`src/rtl/pipe_hazard_ctrl.sv`:
```
// Stall/flush sequencer for the 8-bit pipeline: load-use bubbles, branch flushes,
// and the multi-cycle RET-wait and interrupt-entry sequences.
module pipe_hazard_ctrl #(
    parameter int RET_MIN    = 2,
    parameter int INT_CYCLES = 3
) (
    input  logic       clk,
    input  logic       rst_n,
    input  logic [1:0] s1D,
    input  logic [1:0] s2D,
    input  logic       valids1_D,
    input  logic       valids2_D,
    input  logic [1:0] dest_addrEX,
    input  logic [1:0] reg_file_wenEX,
    input  logic       D_mem_renEX,
    input  logic       branch_takenEX,
    input  logic       ret_D,
    input  logic       ret_done,
    input  logic       intr,
    output logic       stallF,
    output logic       stallD,
    output logic       FlushD,
    output logic       FlushE,
    output logic       load_stallD,
    output logic       pc_sel_ret,
    output logic       pc_sel_int,
    output logic       int_ack,
    output logic       busy
);

    localparam logic [1:0] S_RUN      = 2'd0;
    localparam logic [1:0] S_RET_WAIT = 2'd1;
    localparam logic [1:0] S_INT_SEQ  = 2'd2;

    localparam logic [2:0] RET_LOAD = 3'(RET_MIN - 1);
    localparam logic [2:0] INT_LOAD = 3'(INT_CYCLES - 1);

    logic [1:0] state_q, state_d;
    logic [2:0] cnt_q, cnt_d;
    logic       ret_seen_q, ret_seen_d;

    logic stall_f_c, stall_d_c, flush_d_c, flush_e_c, load_stall_c;
    logic pc_ret_c, pc_int_c, int_ack_c, busy_c;
    logic load_use;

    assign load_use = D_mem_renEX & (|reg_file_wenEX) &
                      ((valids1_D & (s1D == dest_addrEX)) |
                       (valids2_D & (s2D == dest_addrEX)));

    // NOTE: every signal written here gets a default first, so no path leaves it unassigned (no latch).
    always_comb begin
        state_d      = state_q;
        cnt_d        = cnt_q;
        ret_seen_d   = ret_seen_q;
        stall_f_c    = 1'b0;
        stall_d_c    = 1'b0;
        flush_d_c    = 1'b0;
        flush_e_c    = 1'b0;
        load_stall_c = 1'b0;
        pc_ret_c     = 1'b0;
        pc_int_c     = 1'b0;
        int_ack_c    = 1'b0;
        busy_c       = 1'b0;

        case (state_q)
            S_RUN: begin
                if (branch_takenEX) begin
                    flush_d_c = 1'b1;
                    flush_e_c = 1'b1;
                end else if (load_use) begin
                    stall_f_c    = 1'b1;
                    stall_d_c    = 1'b1;
                    flush_e_c    = 1'b1;
                    load_stall_c = 1'b1;
                end else if (ret_D) begin
                    state_d    = S_RET_WAIT;
                    cnt_d      = RET_LOAD;
                    ret_seen_d = 1'b0;
                    stall_f_c  = 1'b1;
                    flush_d_c  = 1'b1;
                    busy_c     = 1'b1;
                end else if (intr) begin
                    state_d   = S_INT_SEQ;
                    cnt_d     = INT_LOAD;
                    int_ack_c = 1'b1;
                    stall_f_c = 1'b1;
                    flush_d_c = 1'b1;
                    busy_c    = 1'b1;
                end
            end

            S_RET_WAIT: begin
                stall_f_c = 1'b1;
                flush_d_c = 1'b1;
                busy_c    = 1'b1;
                cnt_d     = (cnt_q == 3'd0) ? 3'd0 : cnt_q - 3'd1;
                if (ret_done) ret_seen_d = 1'b1;
                // An older taken branch means this RET was fetched down the wrong path.
                if (branch_takenEX) begin
                    flush_e_c  = 1'b1;
                    state_d    = S_RUN;
                    ret_seen_d = 1'b0;
                end else if ((cnt_q == 3'd0) && (ret_done || ret_seen_q)) begin
                    pc_ret_c   = 1'b1;
                    state_d    = S_RUN;
                    ret_seen_d = 1'b0;
                end
            end

            S_INT_SEQ: begin
                stall_f_c = 1'b1;
                flush_d_c = 1'b1;
                busy_c    = 1'b1;
                if (cnt_q == 3'd0) begin
                    pc_int_c = 1'b1;
                    state_d  = S_RUN;
                end else begin
                    cnt_d = cnt_q - 3'd1;
                end
            end

            default: state_d = S_RUN;
        endcase
    end

    // NOTE: sequential state uses non-blocking assignments so all registers update together at the edge.
    always_ff @(posedge clk or negedge rst_n) begin
        if (!rst_n) begin
            state_q    <= S_RUN;
            cnt_q      <= 3'd0;
            ret_seen_q <= 1'b0;
        end else begin
            state_q    <= state_d;
            cnt_q      <= cnt_d;
            ret_seen_q <= ret_seen_d;
        end
    end

    // Outputs are forced low while reset is held, whatever the inputs are doing.
    assign stallF      = rst_n & stall_f_c;
    assign stallD      = rst_n & stall_d_c;
    assign FlushD      = rst_n & flush_d_c;
    assign FlushE      = rst_n & flush_e_c;
    assign load_stallD = rst_n & load_stall_c;
    assign pc_sel_ret  = rst_n & pc_ret_c;
    assign pc_sel_int  = rst_n & pc_int_c;
    assign int_ack     = rst_n & int_ack_c;
    assign busy        = rst_n & busy_c;

endmodule

```
`config.mk`:
```
export PLATFORM = sky130hd
export DESIGN_NAME = pipe_hazard_ctrl
export DESIGN_NICKNAME = d
export VERILOG_FILES = /design/src/rtl/pipe_hazard_ctrl.sv
export SDC_FILE = /design/constraint.sdc
export NUM_CORES = 1
export LEC_CHECK = 0
export CAP_MARGIN = 20
export CORE_MARGIN = 1
export CORE_UTILIZATION = 52
export DETAILED_ROUTE_END_ITERATION = 10
export DONT_BUFFER_PORTS = 1
export GPL_ROUTABILITY_DRIVEN = 0
export PLACE_DENSITY = 0.66
export SYNTH_ARGS = -nofsm -noshare
export SYNTH_HDL_FRONTEND = slang
export SYNTH_SLANG_ARGS = --single-unit
export TNS_END_PERCENT = 20
```
`constraint.sdc`:
```
create_clock -name clk -period 2.3 [get_ports clk]
set_input_delay 0.115 -clock clk [delete_from_list [all_inputs] [get_ports clk]]
set_output_delay 0.115 -clock clk [all_outputs]
set_load 0.05 [all_outputs]
```
==> results.cfg, run 1 <==
[yosys]
mappedNetlistArea_um2 = 738
synth-edff-count = 0
synthesis.area_per_instance_um2 = 8.11
yosys_register_bits = 6
synthArstFlopShare_pct = 100
ys.flop_type = sky130_fd_sc_hd__dfrtp_1
unique_cell_type_count_in_the_yosys_netlist = 37
ys_warn_count = 0
synth_cells = 91
ys_seq_area_share_pct = 20.3
postSynthNetCount = 114

[power_and_ir_drop]
internal_cell_power_mw = 0.506
p_comb_share_pct = 71.2
p_total_mw = 1.02
peakVddDrop_v = 0.000792
total_leakage_power_nw = 0.365
p_switching_mw = 0.510
pwr-share-seq_pct = 19.2
clock_power_share_pct = 9.6
cellPowerDensity_mw_per_mm2 = 1250
switching_share_pct = 50.2

[sta]
skew_ns = 0.00631
hold_viol = 0
rsz_0062_raised_after_global_routing = false
min_period_over_period_pct = 88.8
fin_tns_setup_ns = 0
finalCriticalPeriod_ns = 2.04
slew_viol_final = 0
timing.final.setup_violations = 0
max_slew_margin_pct = 66.8
worst_slew_pin_slew_ns = 0.500
minimum_setup_slack_in_the_final_design_ns = 0.257
fmax_ghz = 0.490

[floorplanning]
die_height_um = 39.7
floorplan.rows = 13
core_box_area_mm2 = 0.00132
start_util_pct = 56.0
chipWidth_um = 39.7
die_area_mm2 = 0.00157
io_pins = 26

[clock_tree]
cts.sink_count = 6
num_cts_buffers = 3
clk-insertion-delay-late_ns = 0.25
clock_tree.htree_level_count = 1
clk_pin_slew_worst_paths_ns = 0.05
clk_path_buf_depth = 2
cts.root.buffer_cell = sky130_fd_sc_hd__clkbuf_4
tritoncts = done

[grt]
grtUsageMet2_pct = 36.9
grt_util_met3_pct = 6.25
grt_pass1_vias = 577
busiest_layer = met2
grt_pass1_wl_mm = 2.41
grt_max_degree = 11
global_route.usage.met1_pct = 28.7
global_route.usage.total_pct = 23.6
grt_antenna_before_repair = 0
grt_overflow = 0

[finish]
antenna-diode-count = 0
non_filler_cell_area_final_um2 = 816
stdcell_count = 111
final_layout_size_suffix_gt1_share_pct = 21.9
areaGrowthSynthToFinish_pct = 10.5
mostFrequentLayoutCell = sky130_fd_sc_hd__nand2_1
nFillCells = 129
finalNetCount = 121
layout.cells.most_common_list = sky130_fd_sc_hd__nand2_1 (11), sky130_fd_sc_hd__inv_1 (6), sky130_fd_sc_hd__a21oi_1 (6), sky130_fd_sc_hd__ha_1 (6), sky130_fd_sc_hd__dfrtp_1 (6)

[min_path]
min-delay-start = branch_takenEX
min_delay_worst_endpoint = ret_seen_q
hold-path-cell-count = 3
holdCritPathClass = primary input to register

[placed_design]
port-buffer-count = 0
hpwl_mm = 1.12
postPlaceCellArea_um2 = 783
place_inst = 107
placement.setup.worst_slack_ns = 0.514

[drt]
detail_route.wl_per_cell_um = 13.3
drt-pass1-iter-count = 4
post_drt_via_cell_ratio = 5.92
routed_wire_length_mm = 1.47
antenna_violating_nets_post_route = 0
detailroute.via_count = 657
drt_first_iter_violations = 8
drc_errors = 0

[setup_path]
crit_start = state_q[1]
worst_r2r_startpoint = cnt_q[0]
endpoint_kind = output port
timing.critical_path.required_ns = 2.18
critical_path.reg2reg.endpoint = cnt_q[1]
worst_r2r_path_depth = 7
worst-r2r-setup-slack_ns = 0.55
start_kind = register
path_class = register to output port
cp.arrival_ns = 1.93
timing.critical_path.fanout_max = 10

[job]
max-cap-violations = 0

[run_status]
outcome = finished clean
state kept, by name, indices dropped and copies added (netlist names):
signal	count
cnt_q	3
ret_seen_q	1
state_q	2
worst max-delay path, stage by stage (launching register included):
cell and delay (ns):
sky130_fd_sc_hd__dfrtp_1 0.40, sky130_fd_sc_hd__inv_1 0.11, sky130_fd_sc_hd__ha_1 0.36, sky130_fd_sc_hd__and2b_1 0.24
sky130_fd_sc_hd__nand2_1 0.11, sky130_fd_sc_hd__nor4b_2 0.23, sky130_fd_sc_hd__buf_4 0.24
metrics by stage:
step	utilization (%)	hold WS, ns
floorplan	-	-0.181
global placement	59.4	-0.180
detailed placement	59.4	-0.180
CTS	61.9	0.0951
global route	61.9	0.159
finish	61.9	0.111
synth_stat cells, drive strengths merged, types with 3 or more instances:
| library cell | number | share of area [%] |
|---|---|---|
| a21oi | 6 | 4.1 |
| buf | 4 | 3.4 |
| dfrtp | 6 | 20 |
| ha | 6 | 10 |
| inv | 6 | 3.1 |
| nand2 | 12 | 6.4 |
| nand3 | 3 | 2.0 |
| nor2 | 5 | 2.9 |
| nor2b | 5 | 4.6 |
| nor3 | 3 | 2.0 |
| o21ai | 6 | 4.1 |
| o22ai | 5 | 5.9 |
| xnor2 | 4 | 4.7 |
kinds of logic after synthesis:
group | synth area share, %
multiplexers | 5.42
XOR/XNOR | 4.75
adder cells (fa/ha/maj) | 10.2
flip-flops | 20.3
AND/OR/NAND/NOR | 28.8
AO/OA/AOI/OAI | 24.1
buffers and inverters | 6.44
per-layer routing:
layer	part of all wire (%)	up-vias
met4	2.4	0
met1	45	297
met5	0	-
li1	-	335
met3	4.8	5
met2	48	20
power groups by stage:
stage | clock (mW) | combinational, mW | sequential (mW)
after floorplan | 0 | 0.607 | 0.186
after global placement | 0 | 0.716 | 0.192
after detailed placement | 0 | 0.714 | 0.194
after CTS | 0.103 | 0.725 | 0.194
after global routing | 0.105 | 0.807 | 0.201
final | 0.0975 | 0.723 | 0.195
cell type report:
cell class | instances | area, um2 | area share, %
timing repair buffer | 6 | 47.5 | 5.83
inverter | 6 | 22.5 | 2.76
clock buffer | 3 | 22.5 | 2.76
multi-input combinational | 75 | 554 | 67.9
tap | 15 | 18.8 | 2.30
sequential | 6 | 150 | 18.4
what timing repair did:
item,4_1_cts,5_1_grt
gates resized for setup,0,0
setup endpoints to repair,0,0
hold buffers,1,0
buffers inserted,0,0
endpoints found under the hold margin,6,0
how the worst max path moves through the flow:
stage	to	slack, ns
after detailed placement	int_ack	0.51
after floorplan	stallD	0.12
after global placement	int_ack	0.53
after CTS	int_ack	0.25
after global routing	int_ack	0.07
final	int_ack	0.26
No activity file was read; power rests on OpenSTA's default activity.
==> run 2: changes to the inputs <==
--- a/config.mk
+++ b/config.mk
@@ -11,7 +11,10 @@
 export DETAILED_ROUTE_END_ITERATION = 10
 export DONT_BUFFER_PORTS = 1
 export GPL_ROUTABILITY_DRIVEN = 0
+export MAX_ROUTING_LAYER = met4
 export PLACE_DENSITY = 0.66
+export REMOVE_ABC_BUFFERS = 1
+export SETUP_SLACK_MARGIN = 0.15
 export SYNTH_ARGS = -nofsm -noshare
 export SYNTH_HDL_FRONTEND = slang
 export SYNTH_SLANG_ARGS = --single-unit
==> run 2 against run 1 <==
  * Via count rose by 2.6%
  * Worst setup slack improved by 0.062 ns
  * Sequential share of layout area decreased by 0.056 points
  * Combinational power up 2%
  * Flip-flop and latch count stayed put
  * Clock power increased by 4%
  * Total power grew 1.8%
  * Register-to-register slack about the same
==> results.cfg, run 2 (synthesis results as in run 1) <==
[run_status]
outcome = finished clean

[grt]
grt_util_met3_pct = 3.41
grtUsageMet2_pct = 40.6
grt_antenna_before_repair = 0
grt_pass1_wl_mm = 2.39
grt_overflow = 0
global_route.usage.total_pct = 23.5
grt_pass1_vias = 584
grt_max_degree = 11
global_route.usage.met1_pct = 27.6
busiest_layer = met2

[finish]
multi_input_comb_area_um2 = 557
final_layout_size_suffix_gt1_share_pct = 22.9
layout.cells.most_common_list = sky130_fd_sc_hd__nand2_1 (11), sky130_fd_sc_hd__inv_1 (6), sky130_fd_sc_hd__a21oi_1 (6), sky130_fd_sc_hd__dfrtp_1 (6)
areaGrowthSynthToFinish_pct = 10.8
largest_reg_flops = 3
largest_registers = cnt_q x3, state_q x2, ret_seen_q x1
antenna-diode-count = 0
finalNetCount = 121
nFillCells = 124
non_filler_cell_area_final_um2 = 818
ff_latch_area_um2 = 150
mostFrequentLayoutCell = sky130_fd_sc_hd__nand2_1
largest_register = cnt_q
stdcell_count = 111

[clock_tree]
clk_pin_slew_worst_paths_ns = 0.04
tritoncts = done
cts.root.buffer_cell = sky130_fd_sc_hd__clkbuf_4
clock_tree.htree_level_count = 1
clk-insertion-delay-late_ns = 0.25
num_cts_buffers = 3
cts.sink_count = 6
clk_path_buf_depth = 2

[sta]
final.hold.worst_slack_ns = 0.113
skew_ns = 0.00462
finalCriticalPeriod_ns = 1.98
max_slew_margin_pct = 67.0
minimum_setup_slack_in_the_final_design_ns = 0.319
fmax_ghz = 0.505
slew_viol_final = 0
rsz_0062_raised_after_global_routing = false
worst_slew_pin_slew_ns = 0.496
min_period_over_period_pct = 86.1
timing.final.setup_violations = 0
hold_viol = 0

[placed_design]
postPlaceCellArea_um2 = 783
hpwl_mm = 1.25
port-buffer-count = 0
place_inst = 107
placement.setup.worst_slack_ns = 0.488

[drt]
antenna_violating_nets_post_route = 0
drc_errors = 0
routed_wire_length_mm = 1.56
drt_first_iter_violations = 19
post_drt_via_cell_ratio = 6.07
detailroute.via_count = 674
drt-pass1-iter-count = 6
detail_route.wl_per_cell_um = 14.1

[setup_path]
critical-path-slowest-cell = sky130_fd_sc_hd__dfrtp_1
cp.arrival_ns = 1.87
endpoint_kind = output port
path_class = register to output port
crit_family = simple AND/OR/NAND/NOR gates
timing.critical_path.fanout_max = 10
start_kind = register
timing.critical_path.required_ns = 2.18
timing.critical_path.cells = inv_1 > ha_2 > and2b_1 > nand2_1 > nor4b_2 > buf_4
path_buf_inv = 2
cpPeakStageDelay_ns = 0.41

[power_and_ir_drop]
pwr-share-seq_pct = 19.0
switching_share_pct = 50.3
p_comb_share_pct = 71.2
peakVddDrop_v = 0.000759
p_switching_mw = 0.520
internal_cell_power_mw = 0.514
cellPowerDensity_mw_per_mm2 = 1260
clock_power_share_pct = 9.8
p_total_mw = 1.03
total_leakage_power_nw = 0.364

[floorplanning]
chipWidth_um = 39.7
die_area_mm2 = 0.00157
floorplan.rows = 13
die_height_um = 39.7
start_util_pct = 56.0
core_box_area_mm2 = 0.00132
io_pins = 26

[min_path]
holdCritPathClass = primary input to register

[job]
max-cap-violations = 0
-- run 2: per-stage QoR --
step | setup TNS [ns] | utilization [%]
after floorplan | -0.751 | -
after global placement | 0 | 59.4
after detailed placement | 0 | 59.4
after CTS | 0 | 61.9
after global routing | 0 | 62.1
final | 0 | 62.1
-- run 2: cell type report --
type / count / share of cell area [%]
flip-flops and latches: 6 / 18.3
repair buffers: 6 / 5.81
inverters: 6 / 2.75
multi-input cells: 75 / 68.0
well taps: 15 / 2.29
clock buffers: 3 / 2.75
-- run 2: repair_timing --
item                                    CTS  global route
endpoints found under the hold margin     6             0
buffers inserted                          0             0
resized for setup                         0             1
endpoints found under the setup margin    0             1
hold buffers                              1             0
-- run 2: power by group through the flow --
stage / clock [mW] / sequential, mW / combinational (mW)
floorplan: 0 / 0.186 / 0.597
global placement: 0 / 0.192 / 0.716
global route: 0.109 / 0.201 / 0.813
CTS: 0.105 / 0.196 / 0.728
finish: 0.101 / 0.196 / 0.736
detailed placement: 0 / 0.198 / 0.723
-- run 2: final timing paths --
check / start / end / slack, ns / cells past startpoint
setup reg to reg: cnt_q[0] / cnt_q[1] / 0.55 / 7
hold reg to reg: cnt_q[0] / cnt_q[0] / 0.55 / 1
setup / recovery: state_q[1] / int_ack / 0.32 / 6
min in group asynchronous: rst_n / cnt_q[0] / 0.17 / 1
max in group asynchronous: rst_n / state_q[1] / 1.90 / 1
hold / removal: ret_D / state_q[0] / 0.11 / 3
-- run 2: per-layer routing --
layer  up-vias  wire, um  share of wire, %
met3         2        76               4.9
li1        334         -                 -
met4         0        14              0.90
met2        24       818                52
met1       314       653                42
met5         -         0                 0
-- run 2: worst reg2reg max path: cells and delay by family (launching register included) --
family	cells	cell delay [ns]
AND/OR/NAND/NOR	2	0.44
multiplexers	1	0.30
AO/OA/AOI/OAI	2	0.24
adder cells (fa/ha/maj)	1	0.17
flip-flops	1	0.39
buffers and inverters	1	0.09
==> run 3: changes to the inputs <==
--- a/config.mk
+++ b/config.mk
@@ -7,12 +7,12 @@
 export LEC_CHECK = 0
 export CAP_MARGIN = 20
 export CORE_MARGIN = 1
-export CORE_UTILIZATION = 52
+export CORE_UTILIZATION = 39
 export DETAILED_ROUTE_END_ITERATION = 10
 export DONT_BUFFER_PORTS = 1
 export GPL_ROUTABILITY_DRIVEN = 0
 export MAX_ROUTING_LAYER = met4
-export PLACE_DENSITY = 0.66
+export PLACE_DENSITY = 0.52
 export REMOVE_ABC_BUFFERS = 1
 export SETUP_SLACK_MARGIN = 0.15
 export SYNTH_ARGS = -nofsm -noshare
==> constraint.sdc (replaced) <==
create_clock -name clk -period 2.3 [get_ports clk]
set_input_delay 0.115 -clock clk [delete_from_list [all_inputs] [get_ports clk]]
set_output_delay 0.115 -clock clk [all_outputs]
set_load 0.005 [all_outputs]
==> run 3 against run 2 <==
  * Sequential share of layout area increased by 0.98 points
  * Worst hold slack got worse by 0.0083 ns
  * Global-route usage decreased by 6.1 points
  * Register-to-register slack worse by 0.02 ns
  * Flip-flop and latch count did not move
  * First-iteration DRC count down 42%
  * Highest routed layer unchanged
==> results.cfg, run 3 (synthesis results as in run 1) <==
[sta]
skew_ns = 0.00790
finalCriticalPeriod_ns = 1.93
worst_slew_pin_slew_ns = 0.389
slew_viol_final = 0
fmax_ghz = 0.517
rsz_0062_raised_after_global_routing = false
min_period_over_period_pct = 84.1
fin_tns_setup_ns = 0
hold_viol = 0
final.hold.worst_slack_ns = 0.105
max_slew_margin_pct = 73.7
minimum_setup_slack_in_the_final_design_ns = 0.365
timing.final.setup_violations = 0

[clock_tree]
clock_tree.htree_level_count = 1
clk_path_buf_depth = 2
clk_pin_slew_worst_paths_ns = 0.05
clk-insertion-delay-late_ns = 0.25
tritoncts = done
cts.repair_timing.setup_buffer_count = 0
cts.sink_count = 6
post_cts.resized_instances = 0
cts.root.buffer_cell = sky130_fd_sc_hd__clkbuf_4
num_cts_buffers = 3

[floorplanning]
die_area_mm2 = 0.00207
die_height_um = 45.5
start_util_pct = 42.3
io_pins = 26
chipWidth_um = 45.5
floorplan.rows = 15
core_box_area_mm2 = 0.00175

[finish]
ff_latch_area_um2 = 150
areaGrowthSynthToFinish_pct = 5.25
final_layout_size_suffix_gt1_share_pct = 14.3
stdcell_count = 116
largest_register = cnt_q
mostFrequentLayoutCell = sky130_fd_sc_hd__nand2_1
largest_reg_flops = 3
finalNetCount = 116
multi_input_comb_area_um2 = 541
layout.cells.most_common_list = sky130_fd_sc_hd__nand2_1 (11), sky130_fd_sc_hd__inv_1 (6), sky130_fd_sc_hd__a21oi_1 (6), sky130_fd_sc_hd__ha_1 (6), sky130_fd_sc_hd__dfrtp_1 (6)
finalCoreUtilization_pct = 44.5
non_filler_cell_area_final_um2 = 777
largest_registers = cnt_q x3, state_q x2, ret_seen_q x1
nFillCells = 190
antenna-diode-count = 0

[min_path]
holdCritPathClass = primary input to register
min_delay_worst_endpoint = ret_seen_q
hold-path-cell-count = 3
min-delay-start = branch_takenEX

[placed_design]
postPlaceCellArea_um2 = 744
port-buffer-count = 0
hpwl_mm = 1.25
placement.setup.worst_slack_ns = 0.541
place_inst = 112

[drt]
detailroute.via_count = 640
post_drt_via_cell_ratio = 5.52
drc_errors = 0
antenna_violating_nets_post_route = 0
routed_wire_length_mm = 1.56
drt_first_iter_violations = 11
detail_route.wl_per_cell_um = 13.5
drt-pass1-iter-count = 4

[grt]
grt_overflow = 0
grt_pass1_vias = 628
global_route.usage.total_pct = 17.4
grt_max_degree = 11
grt_pass1_wl_mm = 2.52
grt_antenna_before_repair = 0

[setup_path]
start_kind = register
timing.critical_path.required_ns = 2.18
timing.critical_path.fanout_max = 10
worst-r2r-setup-slack_ns = 0.53
path_class = register to output port
worst_r2r_startpoint = state_q[0]
cp.arrival_ns = 1.82
endpoint_kind = output port
worst_r2r_path_depth = 7
critical_path.reg2reg.endpoint = cnt_q[2]

[power_and_ir_drop]
total_leakage_power_nw = 0.336
p_total_mw = 0.869
cellPowerDensity_mw_per_mm2 = 1120
peakVddDrop_v = 0.000468

[run_status]
outcome = finished clean

[job]
max-cap-violations = 0
[run 3: cell count changes in the layout (fill, tap and decap cells not counted), sizes merged]
cell,before,now
buf,5,0
[run 3: timing repair]
action / in CTS / in global routing
hold buffers: 1 / 0
setup endpoints to repair: 0 / 0
endpoints found under the hold margin: 6 / 0
[run 3: worst max path at each step]
stage               start        to  slack [ns]
4_1_cts        state_q[0]   int_ack        0.33
6_report       state_q[0]   int_ack        0.37
5_1_grt        state_q[1]   int_ack        0.21
2_1_floorplan  state_q[0]  cnt_q[0]        0.72
3_3_place_gp   state_q[0]  cnt_q[1]        0.54
3_5_place_dp   state_q[0]  cnt_q[2]        0.54
[run 3: cell type report]
cell class | count | share of cell area, %
Timing Repair Buffer | 1 | 1.29
Tap cell | 25 | 4.03
Sequential cell | 6 | 19.3
Multi-Input combinational cell | 75 | 69.6
Clock buffer | 3 | 2.90
Inverter | 6 | 2.90
[run 3: critical path, cell delays in order (launching register included)]
cell	delay, ns
sky130_fd_sc_hd__dfrtp_1	0.41
sky130_fd_sc_hd__inv_1	0.10
sky130_fd_sc_hd__ha_1	0.36
sky130_fd_sc_hd__and2b_1	0.25
sky130_fd_sc_hd__nand2_1	0.09
sky130_fd_sc_hd__nor4b_1	0.36
[run 3: power breakdown]
part | switching [mW] | leakage [nW] | internal (mW)
Sequential | 0.0392 | 0.0772 | 0.153
Clock | 0.0387 | 0.0138 | 0.0591
Combinational | 0.312 | 0.245 | 0.267
Total | 0.390 | 0.336 | 0.479
[run 3: routing by layer]
layer | share of wire, % | vias up | global-route usage (%)
met4 | 0.51 | 0 | 5.45
met3 | 5.1 | 2 | 3.57
met1 | 45 | 297 | 20.0
met2 | 49 | 17 | 30.0
met5 | 0 | - | -
li1 | - | 324 | -
